## config.mk

```make
export PLATFORM = sky130hd
export DESIGN_NAME = uart_tx_framed
export DESIGN_NICKNAME = d
export VERILOG_FILES = /design/src/rtl/uart_pkg.sv /design/src/rtl/uart_tx_holdbuf.sv /design/src/rtl/uart_tx_framed.sv
export SDC_FILE = /design/constraint.sdc
export NUM_CORES = 1
export LEC_CHECK = 0
export BUFFER_PORTS_ARGS = -buffer_cell sky130_fd_sc_hd__buf_4
export CAP_MARGIN = 15
export CORE_MARGIN = 2
export CORE_UTILIZATION = 38
export DETAILED_ROUTE_END_ITERATION = 10
export PLACE_DENSITY_LB_ADDON = 0.15
export SETUP_SLACK_MARGIN = 0.15
export SLEW_MARGIN = 15
export SYNTH_ARGS = -nofsm -noshare
export SYNTH_HDL_FRONTEND = slang
export SYNTH_SLANG_ARGS = --single-unit
```

## constraint.sdc

```tcl
create_clock -name clk -period 1.84 [get_ports clk]
set_clock_uncertainty 0.15 [all_clocks]
set_input_delay 0.092 -clock clk [delete_from_list [all_inputs] [get_ports clk]]
set_output_delay 0.092 -clock clk [all_outputs]
set_load 0.01 [all_outputs]
```

## src/rtl/uart_pkg.sv

```systemverilog
// Shared definitions for the UART transmit path: frame states, parity modes
// and the parity helper used when a word is loaded into the shifter.
package uart_pkg;

  typedef enum logic [2:0] {
    ST_IDLE,
    ST_START,
    ST_DATA,
    ST_PARITY,
    ST_STOP
  } tx_state_t;

  localparam int unsigned PAR_NONE = 0;
  localparam int unsigned PAR_EVEN = 1;
  localparam int unsigned PAR_ODD  = 2;

  // Callers zero-extend narrower words; the extra zeros do not change the result.
  function automatic logic parity_of(input int unsigned mode, input logic [8:0] word);
    return (mode == PAR_ODD) ? ~^word : ^word;
  endfunction

endpackage

```

## src/rtl/uart_tx_holdbuf.sv

```systemverilog
// One-word holding register between the handshake and the shifter.
// load captures a word and marks it valid; take releases it.
module uart_tx_holdbuf #(
  parameter int unsigned WIDTH = 8
) (
  input  logic             clk,
  input  logic             rst,
  input  logic             load,
  input  logic             take,
  input  logic [WIDTH-1:0] din,
  output logic             full,
  output logic [WIDTH-1:0] dout
);

  always_ff @(posedge clk) begin
    if (!rst) begin
      full <= 1'b0;
      dout <= '0;
    end else if (load) begin
      full <= 1'b1;
      dout <= din;
    end else if (take) begin
      full <= 1'b0;
    end
  end

endmodule

```

## src/rtl/uart_tx_framed.sv

```systemverilog
// Parametrised UART transmitter with a one-word holding buffer so frames can
// run back to back with no idle gap on the line.
module uart_tx_framed
  import uart_pkg::*;
#(
  parameter int unsigned NBITS      = 8,
  parameter int unsigned OVERSAMPLE = 16,
  parameter int unsigned PARITY     = 0,
  parameter int unsigned STOP_BITS  = 1
) (
  input  logic             clk,
  input  logic             rst,
  input  logic             i_baud_rate,
  input  logic             i_tx_start,
  input  logic [NBITS-1:0] i_data,
  output logic             o_tx_ready,
  output logic             o_tx_done,
  output logic             o_tx
);

  localparam int unsigned TICK_W = (OVERSAMPLE > 1) ? $clog2(OVERSAMPLE) : 1;
  localparam int unsigned BIT_W  = $clog2(NBITS + 1);
  localparam logic [TICK_W-1:0] TICK_LAST = TICK_W'(OVERSAMPLE - 1);
  localparam logic [BIT_W-1:0]  BIT_LAST  = BIT_W'(NBITS - 1);
  localparam logic              STOP_LAST = (STOP_BITS == 2);

  tx_state_t         state_q, state_d;
  logic [TICK_W-1:0] tick_q, tick_d;
  logic [BIT_W-1:0]  bit_q, bit_d;
  logic              stop_q, stop_d;
  logic [NBITS-1:0]  shift_q, shift_d;
  logic              par_q, par_d;
  logic              tx_q, tx_d;

  logic              buf_full;
  logic [NBITS-1:0]  buf_data;
  logic              accept;
  logic              take;
  logic              bit_end;

  assign accept  = i_tx_start & ~buf_full;
  assign bit_end = i_baud_rate && (tick_q == TICK_LAST);

  uart_tx_holdbuf #(.WIDTH(NBITS)) u_holdbuf (
    .clk  (clk),
    .rst  (rst),
    .load (accept),
    .take (take),
    .din  (i_data),
    .full (buf_full),
    .dout (buf_data)
  );

  always_comb begin
    state_d = state_q;
    tick_d  = tick_q;
    bit_d   = bit_q;
    stop_d  = stop_q;
    shift_d = shift_q;
    par_d   = par_q;
    take    = 1'b0;

    if (i_baud_rate && state_q != ST_IDLE)
      tick_d = bit_end ? '0 : tick_q + 1'b1;

    unique case (state_q)
      ST_IDLE: begin
        if (buf_full) take = 1'b1;
      end
      ST_START: begin
        if (bit_end) state_d = ST_DATA;
      end
      ST_DATA: begin
        if (bit_end) begin
          shift_d = shift_q >> 1;
          if (bit_q == BIT_LAST) begin
            bit_d   = '0;
            state_d = (PARITY != PAR_NONE) ? ST_PARITY : ST_STOP;
          end else begin
            bit_d = bit_q + 1'b1;
          end
        end
      end
      ST_PARITY: begin
        if (bit_end) state_d = ST_STOP;
      end
      ST_STOP: begin
        if (bit_end) begin
          if (stop_q == STOP_LAST) begin
            stop_d = 1'b0;
            if (buf_full) take = 1'b1;
            else          state_d = ST_IDLE;
          end else begin
            stop_d = 1'b1;
          end
        end
      end
      default: state_d = ST_IDLE;
    endcase

    // A word taken from the buffer always starts a fresh frame, from IDLE or
    // straight out of the final stop bit.
    if (take) begin
      shift_d = buf_data;
      par_d   = parity_of(PARITY, 9'(buf_data));
      state_d = ST_START;
      tick_d  = '0;
      bit_d   = '0;
      stop_d  = 1'b0;
    end

    unique case (state_d)
      ST_START:  tx_d = 1'b0;
      ST_DATA:   tx_d = shift_d[0];
      ST_PARITY: tx_d = par_d;
      default:   tx_d = 1'b1;
    endcase
  end

  always_ff @(posedge clk) begin
    if (!rst) begin
      state_q <= ST_IDLE;
      tick_q  <= '0;
      bit_q   <= '0;
      stop_q  <= 1'b0;
      shift_q <= '0;
      par_q   <= 1'b0;
      tx_q    <= 1'b1;
    end else begin
      state_q <= state_d;
      tick_q  <= tick_d;
      bit_q   <= bit_d;
      stop_q  <= stop_d;
      shift_q <= shift_d;
      par_q   <= par_d;
      tx_q    <= tx_d;
    end
  end

  assign o_tx       = tx_q;
  assign o_tx_ready = ~buf_full;
  assign o_tx_done  = (state_q == ST_IDLE) && !buf_full;

endmodule
```

Word level (Yosys, flattened, before mapping)

Cells that the tools add are included.

Memories: 0
Input bits: 12
Output and inout bits: 3
RAM bits: 0
ROM bits: 0
Latch bits: 0
Register bits after elaboration: 31

Multipliers: 0
$lt $le $gt $ge: 0
Shifts and indexed selects: 0
Mux-type cells: 23
Div/mod/pow operators: 0
Add/subtract/negate cells: 2
Bitwise logic cells: 3
Reductions and logical operators: 14
Equality and inequality tests: 9

Operators by type and width:

| operator            | number |
|---|---|
| $mux 3              | 8 |
| $mux 8              | 3 |
| $pmux 3 s5          | 1 |
| $eq 3x2->1 const B  | 4 |
| $reduce_xor 9->1    | 1 |
| $add 4x1->4 const B | 2 |
| $mux 4              | 2 |
| $mux 1              | 7 |
| $eq 3x1->1 const B  | 2 |
| $reduce_and 2->1    | 3 |
| $reduce_bool 2->1   | 3 |
| $eq 4x3->1 const B  | 1 |
| $eq 4x4->1 const B  | 1 |
| $eq 3x3->1 const B  | 1 |
| $logic_and 1x1->1   | 3 |
| $logic_not 3->1     | 1 |
| $pmux 1 s3          | 1 |
| $reduce_bool 3->1   | 1 |
| $not 1->1           | 2 |
| $pmux 1 s2          | 1 |
| $reduce_or 2->1     | 1 |
| $and 1x1->1         | 1 |
| $logic_not 1->1     | 1 |

Logic depth before layout (Yosys ltp)

Gate-level depths: netlist (run 1).

Depth after elaboration: 7
Gate-level depth with buffers: 7
Gate-level depth less buffers: 6

Cells and area by module

From an unflattened synthesis (run 1), not the netlist that was laid out.

Cells, all modules: 154
Area total of the unflattened synthesis: 1,381.3 um2

By module, submodules not included:

| module          | sequential area each (um2) | area an instance (um2) | cells each | times used |
|---|---|---|---|---|
| uart_tx_framed  | 420.4                      | 1,046.0                | 126        | 1 |
| uart_tx_holdbuf | 180.2                      | 335.3                  | 28         | 1 |

Worst setup path before layout (run 1)

Ideal clock, no wire load.

Path type: flip-flop to flip-flop
Start point: register tick_q[0]
End point: register bit_q[3]
Required time: 1.619 ns
Stages on the path, launching flop included: 6
Slack: -0.050 ns
Arrival: 1.669 ns
Cell sequence: dfxtp_1 ha_1 nand4_2 or3_4 or4_1 a21oi_1

Cells in the longest elaborated chain, start to end: 5
Elaborated cells between the ends (all ways): 6

Ends and longest elaborated chain:

| what                             | RTL line              | source |
|---|---|---|
| from (decl)                      | uart_tx_framed.sv:28  | `logic [TICK_W-1:0] tick_q, tick_d;` |
| from (signal assigned)           | uart_tx_framed.sv:131 | `tick_q <= tick_d;` |
| $eq 4x4->1 (*)                   | uart_tx_framed.sv:42  | `assign bit_end = i_baud_rate && (tick_q == TICK_LAST);` |
| $logic_and 1x1->1 (*)            | uart_tx_framed.sv:42  |  |
| $mux 1                           | uart_tx_framed.sv:88  | `if (bit_end) begin` |
| $pmux 1 s2                       | uart_tx_framed.sv:66  | `unique case (state_q)` |
| $reduce_or 2->1 (no source line) | -                     |  |
| to (signal assigned)             | uart_tx_framed.sv:132 | `bit_q <= bit_d;` |
| to (decl)                        | uart_tx_framed.sv:29  | `logic [BIT_W-1:0] bit_q, bit_d;` |

Mark *: on every way between the ends. The rest lies on a longest branch, timed or not.
A chain may end at the register's enable or synchronous reset.

Worst setup path after layout (run 1)

Same ends and word-level chain as after synthesis.

==> results by group, run 1 <==
Run status
  – Status: finished, violations left
  – Violated checks: hold timing

Layout
  – Syn-to-layout area delta: 34.3%
  – # diodes: 0
  – Ratio of cells with drive above 1 in the final layout: 27.5%
  – Nets@finish: 207

STA
  – Fin. max-slew vios: 0
  – Setup TNS: 0 ns
  – Slew margin rel.: 67.4%
  – Hold Slack: -0.0365 ns
  – FMAX: 0.585 GHz
  – Hold Fails Final Rpt: 7
  – Worst Slack Setup Final: 0.131 ns
  – Setup-failing EPs final: 0
  – Tightest Pin Transition: 0.489 ns
  – Period utilization: 92.9%
  – RSZ-0062 raised after global routing: yes
  – Min Clock Period, post-route: 1.71 ns

Yosys
  – Syn_nets: 172
  – Ys async rst share: 0%
  – Mean Syn Cell Area: 8.67 sq um
  – Yosys top cell by area: dfxtp_1
  – Most common cell in the netlist: dfxtp_1
  – Post-synth EDFFs: 0
  – Largest cells by area after synthesis: dfxtp_1, nand2_1, mux2i_1, nor2_1, xnor2_1
  – Synthesized area: 1370 sq um
  – Top post-synthesis cells by count: dfxtp_1, nand2_1, nor2_1
  – Yosys warns: 0
  – Synth Register Bits: 30
  – Synth cell types: 32
  – Synth top area share: 43.8%
  – Mapped Cells: 158
  – Sequential area share after synthesis: 43.8%
  – Ys flop type: dfxtp_1

Clock tree
  – CTS Root Cell: clkbuf_4
  – Clk pin slew, worst setup/hold paths: 0.10 ns
  – CTS buffer count: 5
  – Sink Count: 30
  – Hold buffers post-CTS: 10
  – Clock latency on the worst-skew pair: 0.34 ns
  – CTS tree: done
  – H-tree lvl count: 2
  – Clk buf depth: 2

Floorplan
  – # IOs: 15
  – Row count: 21
  – Die height: 64.0 um
  – Starting Density: 40.4%
  – Die W: 64.0 um
  – Die area: 4100 sq um
  – Core ar.: 3390 sq um

Flow run
  – Max-cap check violation count: 0

Critical path
  – Startpoint types: flop
  – Reg-to-reg slack, setup: 0.13 ns
  – Largest fanout on the critical path: 3
  – Critical path endpoint category: flop
  – Cell Chain, Critical Path: ha_4, nand4_4, or3_4, or4_1, a21oi_1
  – CP peak stage delay: 0.40 ns
  – Req. time, crit path: 1.95 ns
  – Crit Path Class: flop to flop
  – R2R depth: 5
  – Arr. time, crit path: 1.82 ns
  – Slowest cell on crit path: or4_1

Global route
  – Initial antenna violation count: 0
  – Vias in the first global route: 1140
  – Global-route wire length before repair: 5.23 mm
  – Largest net degree at the start of global routing: 16
  – Total grt overflow: 0
  – Total track usage: 16.7%

Hold path
  – Hold Path Class: primary input to flop
  – Worst Hold Depth: 3

Power and ir drop
  – Lkg Pwr: 0.709 nW
  – Maximum VDD drop: 0.389 mV
  – Power Dens Cells: 706 nW/um^2

Routing
  – Drc violations: 0
  – Wire per inst: 13.4 um
  – Via Count: 1216
  – Drt via density: 5.09
  – Final WL: 3.19 mm
  – DRT iter0 DRCs: 57
  – First-pass detailed-route iteration total: 4
  – Final ANT Viol Nets: 0

Placement
  – Port-buffer cells: 14
  – Dpl hpwl: 2.01 mm
  – Routability Congestion: 0.835
  – Pre-CTS setup slack: 0.0767 ns
-- final timing paths --
| check | startpoint | to |
|---|---|---|
| setup / recovery | tick_q[0] | bit_q[3] |
| setup reg to reg | tick_q[0] | bit_q[3] |
| hold / removal | rst | bit_q[1] |
| hold reg to reg | shift_q[5] | shift_q[4] |
-- cells by family (layout without fill, tap and decap cells) --
family / Yosys count / in the layout / share of synthesized area (%)
AND/OR/NAND/NOR: 69 / 69 / 24.5
AO/OA/AOI/OAI: 26 / 26 / 13.2
buffers and inverters: 11 / 46 / 3.01
multiplexers: 9 / 9 / 6.67
adder cells (fa/ha/maj): 2 / 2 / 1.83
XOR/XNOR: 11 / 11 / 7.03
flip-flops: 30 / 30 / 43.8
-- final cells by class --
class | count | area, sq um
Fill cell | 315 | 1550
Multi-Input combinational cell | 117 | 813
Sequential cell | 30 | 604
Timing Repair Buffer | 36 | 307
Inverter | 3 | 11.3
Clock buffer | 5 | 37.5
Clock inverter | 2 | 10.0
Tap cell | 46 | 57.6
-- worst max-delay path: cells and delay by family, from the launching register on --
kind / cells / cell delay (ns)
flip-flops: 1 / 0.36
adder cells (fa/ha/maj): 1 / 0.16
AND/OR/NAND/NOR: 3 / 0.84
AO/OA/AOI/OAI: 1 / 0.13
-- metrics by stage --
| step | area (sq um) | utilization (%) | power [mW] | cells |
|---|---|---|---|---|
| 2_1_floorplan | 1410 | - | 0.851 | 158 |
| 3_3_place_gp | 1590 | 46.8 | 0.909 | 216 |
| 3_5_place_dp | 1590 | 46.8 | 0.913 | 216 |
| 4_1_cts | 1770 | 52.1 | 1.29 | 237 |
| 5_1_grt | 1840 | 54.3 | 1.38 | 239 |
| 6_report | 1840 | 54.3 | 1.30 | 239 |
-- power breakdown --
part	leakage (nW)	internal [mW]	total [mW]	switching, mW
Combinational	0.432	0.117	0.219	0.102
Clock	0.0308	0.137	0.362	0.225
Sequential	0.246	0.686	0.718	0.0318
Total	0.709	0.940	1.30	0.359
-- flip-flops by register name, summed over array words and instances (netlist names) --
signal	count
o_tx	1
par_q	1
tick_q	4
bit_q	4
u_holdbuf.full	1
state_q	3
shift_q	8
u_holdbuf.dout	8
-- routing by layer --
| metal | vias to the layer above | share of wire, % | track usage, % |
|---|---|---|---|
| li1 | 620 | - | - |
| met1 | 572 | 47 | 20.6 |
| met2 | 19 | 47 | 26.3 |
| met3 | 5 | 3.9 | 6.34 |
| met4 | 0 | 1.6 | 6.25 |
| met5 | - | 0 | 0 |
-- timing repair --
| item | 4_1_cts | 5_1_grt |
|---|---|---|
| cloned | 0 | 2 |
| pin swaps | 2 | 7 |
| gates resized for setup | 2 | 18 |
| setup buffers | 4 | 0 |
| hold endpoints to repair | 14 | 6 |
| setup endpoints to repair | 2 | 18 |
-- cell usage in the layout, fill, tap and decap left out, types with 5 or more instances in the layout --
cell type,instances
dfxtp_1,27
xnor2_1,8
mux2i_1,8
a21oi_1,7
clkbuf_4,5
buf_4,23
nand2_1,21
dlygate4sd3_1,10
nor2b_1,7
nor2_1,21
o21ai_0,5
Note: power is estimated with default switching activity, not from simulation.
==> run 2, diff against run 1 <==
Settings changed: BUFFER_PORTS_ARGS -buffer_cell sky130_fd_sc_hd__buf_4 to -buffer_cell sky130_fd_sc_hd__buf_2.
==> results by group, run 2 (synthesized netlist as in run 1, its figures left out) <==
Global route
  – Largest net degree at the start of global routing: 16
  – Total track usage: 16.7%
  – Total grt overflow: 0
  – Global-route wire length before repair: 5.27 mm
  – Vias in the first global route: 1223
  – Initial antenna violation count: 0

Floorplan
  – Starting Density: 40.4%
  – Die area: 4100 sq um
  – Die height: 64.0 um
  – Die W: 64.0 um
  – Row count: 21
  – Core ar.: 3390 sq um
  – # IOs: 15

Power and ir drop
  – Clk pwr share: 35.2%
  – Maximum VDD drop: 0.317 mV
  – Power Dens Cells: 782 nW/um^2
  – Final total power: 1.40 mW
  – Switching Power: 353 uW
  – Lkg Pwr: 0.694 nW
  – Sw Share: 25.2%
  – Seq pwr share: 51.2%
  – Combinational share of power: 13.6%
  – Internal: 1.04 mW

Placement
  – Routability Congestion: 0.821
  – Port-buffer cells: 14
  – Cell Count Post-Placement: 216
  – Dpl hpwl: 2.07 mm
  – Placed Area: 1550 sq um

Routing
  – First-pass detailed-route iteration total: 4
  – Via Count: 1206
  – Drc violations: 0
  – Final ANT Viol Nets: 0
  – Wire per inst: 12.6 um
  – Drt via density: 5.05
  – Final WL: 3.00 mm
  – DRT iter0 DRCs: 67

Clock tree
  – Hold buffers post-CTS: 9
  – H-tree lvl count: 2
  – Clk buf depth: 2
  – Clk pin slew, worst setup/hold paths: 0.09 ns
  – Clock latency on the worst-skew pair: 0.33 ns
  – CTS tree: done
  – Sink Count: 30
  – CTS buffer count: 5
  – CTS Root Cell: clkbuf_4

Layout
  – Syn-to-layout area delta: 30.3%
  – Nets@finish: 206
  – Regs by FF count: shift_q (8), u_holdbuf.dout (8)
  – Most common cell after layout, fill and taps aside: dfxtp_1
  – # diodes: 0
  – Ratio of cells with drive above 1 in the final layout: 24.9%
  – Fin cells: 239
  – Post-route cell area: 1790 sq um
  – Commonest cells after routing, fill and taps aside: dfxtp_1, nand2_1, nor2_1

Critical path
  – Critical path endpoint category: flop
  – R2R depth: 5
  – Delay-heaviest family, CP: simple AND/OR/NAND/NOR gates
  – Largest fanout on the critical path: 5
  – WP buf/inv: 0
  – Arr. time, crit path: 1.85 ns
  – Startpoint types: flop
  – Cell Chain, Critical Path: ha_4, nand4_4, or3_4, or4_4, a21oi_2
  – Crit Path Class: flop to flop
  – Slowest cell on crit path: or4_4
  – CP peak stage delay: 0.42 ns
  – Req. time, crit path: 1.96 ns
  – Crit path depth: 5

Flow run
  – Max-cap check violation count: 0

Hold path
  – Hold Path Class: primary input to flop
  – Worst Hold Depth: 2

Run status
  – Violated checks: hold timing
  – Status: finished, violations left

STA
  – Tightest Pin Transition: 0.426 ns
  – Hold Slack: -0.0950 ns
  – Slew margin rel.: 71.5%
  – Min Clock Period, post-route: 1.73 ns
  – Fin. max-slew vios: 0
  – Setup-failing EPs final: 0
  – RSZ-0062 raised after global routing: yes
  – Hold Fails Final Rpt: 8
  – FMAX: 0.579 GHz
  – Setup TNS: 0 ns
  – Period utilization: 93.9%
run 2: power by group through the flow:
stage               sequential, mW  combinational [mW]  clock [mW]
detailed placement           0.731               0.173           0
global route                 0.720               0.214       0.535
floorplan                    0.721               0.130           0
CTS                          0.716               0.190       0.509
global placement             0.730               0.168           0
finish                       0.716               0.190       0.491
run 2: metrics by stage:
step                      setup slack (ns)  utilization [%]
after detailed placement            0.0831             45.7
after CTS                            0.107             51.6
after global routing                0.0448             52.7
final                                0.112             52.7
after global placement               0.118             45.7
after floorplan                      0.122                -
run 2: final timing paths:
path,startpoint,endpoint,slack (ns)
worst min register to register,shift_q[7],shift_q[7],0.33
worst max register to register,tick_q[1],bit_q[3],0.11
worst max-delay path,tick_q[1],bit_q[3],0.11
worst min-delay path,rst,o_tx,-0.09
run 2: repair_timing:
item	CTS	global route
pin swaps	0	0
setup endpoints to repair	2	13
buffers inserted	4	2
hold endpoints to repair	12	8
gates resized for setup	1	7
run 2: per-layer routing:
metal  part of all wire (%)  GRT usage (%)
met5                      0              0
met4                    2.6           8.42
met3                    4.5           5.81
met2                     45           26.8
met1                     48           19.5
run 2: worst register-to-register path: stages, from the launching register on:
cell     delay (ns)
dfxtp_2        0.36
ha_4           0.15
nand4_4        0.12
or3_4          0.35
or4_4          0.42
a21oi_2        0.12
run 2: cell type report:
class / instances / area, sq um
Multi-Input combinational cell: 117 / 781
Clock buffer: 8 / 78.8
Fill cell: 326 / 1600
Inverter: 3 / 11.3
Sequential cell: 30 / 603
Tap cell: 46 / 57.6
Timing Repair Buffer: 35 / 254
==> run 3, diff against run 2 <==
Settings changed: CORE_ASPECT_RATIO from default to 1.4.
==> results by group, run 3 (synthesized netlist as in run 1, its figures left out) <==
Layout
  – Reg area: 606 sq um
  – Commonest cells after routing, fill and taps aside: dfxtp_1, nand2_1, nor2_1
  – Syn-to-layout area delta: 30.8%
  – Most common cell after layout, fill and taps aside: dfxtp_1
  – Regs by FF count: shift_q (8), u_holdbuf.dout (8)
  – Multi-input gate area: 795 sq um
  – Utilization after layout: 52.6%
  – Ratio of cells with drive above 1 in the final layout: 24.6%
  – Fin cells: 231
  – # diodes: 0
  – Filler cell count: 331
  – Post-route cell area: 1790 sq um
  – Nets@finish: 204

Floorplan
  – Starting Density: 40.2%
  – # IOs: 15
  – Die W: 54.7 um
  – Row count: 25
  – Die area: 4110 sq um
  – Core ar.: 3410 sq um
  – Die height: 75.0 um

STA
  – Hold Slack: 0.0240 ns
  – Hold Fails Final Rpt: 0
  – Setup-failing EPs final: 0
  – Tightest Pin Transition: 0.398 ns
  – Worst Slack Setup Final: 0.0964 ns
  – Slew margin rel.: 72.8%
  – Setup TNS: 0 ns
  – FMAX: 0.574 GHz
  – Period utilization: 94.8%
  – Min Clock Period, post-route: 1.74 ns
  – RSZ-0062 raised after global routing: yes
  – Fin. max-slew vios: 0

Global route
  – Total track usage: 17.3%
  – Initial antenna violation count: 0
  – Vias in the first global route: 1134
  – Total grt overflow: 0
  – Global-route wire length before repair: 5.05 mm
  – Largest net degree at the start of global routing: 16

Critical path
  – Cell Chain, Critical Path: ha_4, nand4_4, or3_4, or4_4, a21oi_2
  – Crit Path Class: flop to flop
  – CP peak stage delay: 0.42 ns
  – Startpoint types: flop
  – Req. time, crit path: 1.90 ns
  – Arr. time, crit path: 1.81 ns
  – Largest fanout on the critical path: 5
  – Slowest cell on crit path: or4_4
  – Critical path endpoint category: flop

Power and ir drop
  – Switching Power: 373 uW
  – Internal: 1.09 mW
  – Lkg Pwr: 0.694 nW
  – Seq pwr share: 49.0%
  – Maximum VDD drop: 0.424 mV
  – Sw Share: 25.5%
  – Power Dens Cells: 816 nW/um^2
  – Final total power: 1.46 mW
  – Combinational share of power: 13.8%
  – Clk pwr share: 37.2%

Routing
  – Final WL: 3.20 mm
  – Drc violations: 0
  – Wire per inst: 13.9 um
  – First-pass detailed-route iteration total: 6
  – Routed wl met2: 1.66 mm
  – Via Count: 1205
  – Drt via density: 5.22
  – Final ANT Viol Nets: 0
  – Highest routed layer: met4
  – DRT iter0 DRCs: 18
  – DRT met1 WL: 1.35 mm
  – Metal3 WL: 108 um

Clock tree
  – Clock latency on the worst-skew pair: 0.28 ns
  – Sink Count: 30
  – Clk pin slew, worst setup/hold paths: 0.06 ns
  – Clk buf depth: 2
  – CTS Root Cell: clkbuf_8
  – H-tree lvl count: 2
  – CTS buffer count: 5
  – CTS tree: done

Placement
  – Cell Count Post-Placement: 210
  – Routability Congestion: 0.752
  – Pre-CTS setup slack: 0.0823 ns
  – Dpl hpwl: 2.12 mm
  – Port-buffer cells: 14
  – Placed Area: 1540 sq um

Flow run
  – Max-cap check violation count: 0

Hold path
  – Hold Path Class: primary input to flop

Run status
  – Status: finished, final reports clean
run 3: critical path, delay by kind of cell (launching register included):
kind	cells	cell delay [ns]
AOI/OAI and AO/OA	1	0.12
adders and majority gates	1	0.16
DFF	1	0.35
and+or+nand+nor	3	0.89
run 3: metal layers:
| metal | vias up | GRT usage (%) |
|---|---|---|
| li1 | 609 | - |
| met1 | 564 | 19.4 |
| met2 | 24 | 28.8 |
| met3 | 8 | 5.36 |
| met4 | 0 | 8.89 |
| met5 | - | 0 |
run 3: power by group through the flow:
stage | sequential, mW | clock [mW] | combinational, mW
2_1_floorplan | 0.721 | 0 | 0.130
3_3_place_gp | 0.731 | 0 | 0.170
3_5_place_dp | 0.731 | 0 | 0.175
4_1_cts | 0.716 | 0.566 | 0.194
5_1_grt | 0.721 | 0.593 | 0.222
6_report | 0.717 | 0.544 | 0.201
run 3: layout make-up:
type,instances,share of cell area (%)
Clock buffer,7,4.82
Clock inverter,1,0.279
Inverter,3,0.628
Multi-Input combinational cell,117,44.3
Sequential cell,30,33.8
Tap cell,40,2.79
Timing Repair Buffer,33,13.3
run 3: timing repair:
action,CTS,global route
hold buffers,10,0
setup endpoints to repair,2,10
cloned,0,1
endpoints found under the hold margin,10,0
buffers inserted,2,0
resized for setup,2,11
pin swaps,0,1
run 3: final timing paths:
kind              cells past startpoint  startpoint  slack, ns  endpoint
setup / recovery                      5   tick_q[1]        0.1  bit_q[3]
hold / removal                        3         rst       0.02     par_q
setup reg to reg                      5   tick_q[1]        0.1  bit_q[3]
hold reg to reg                       2    bit_q[1]       0.33  bit_q[1]
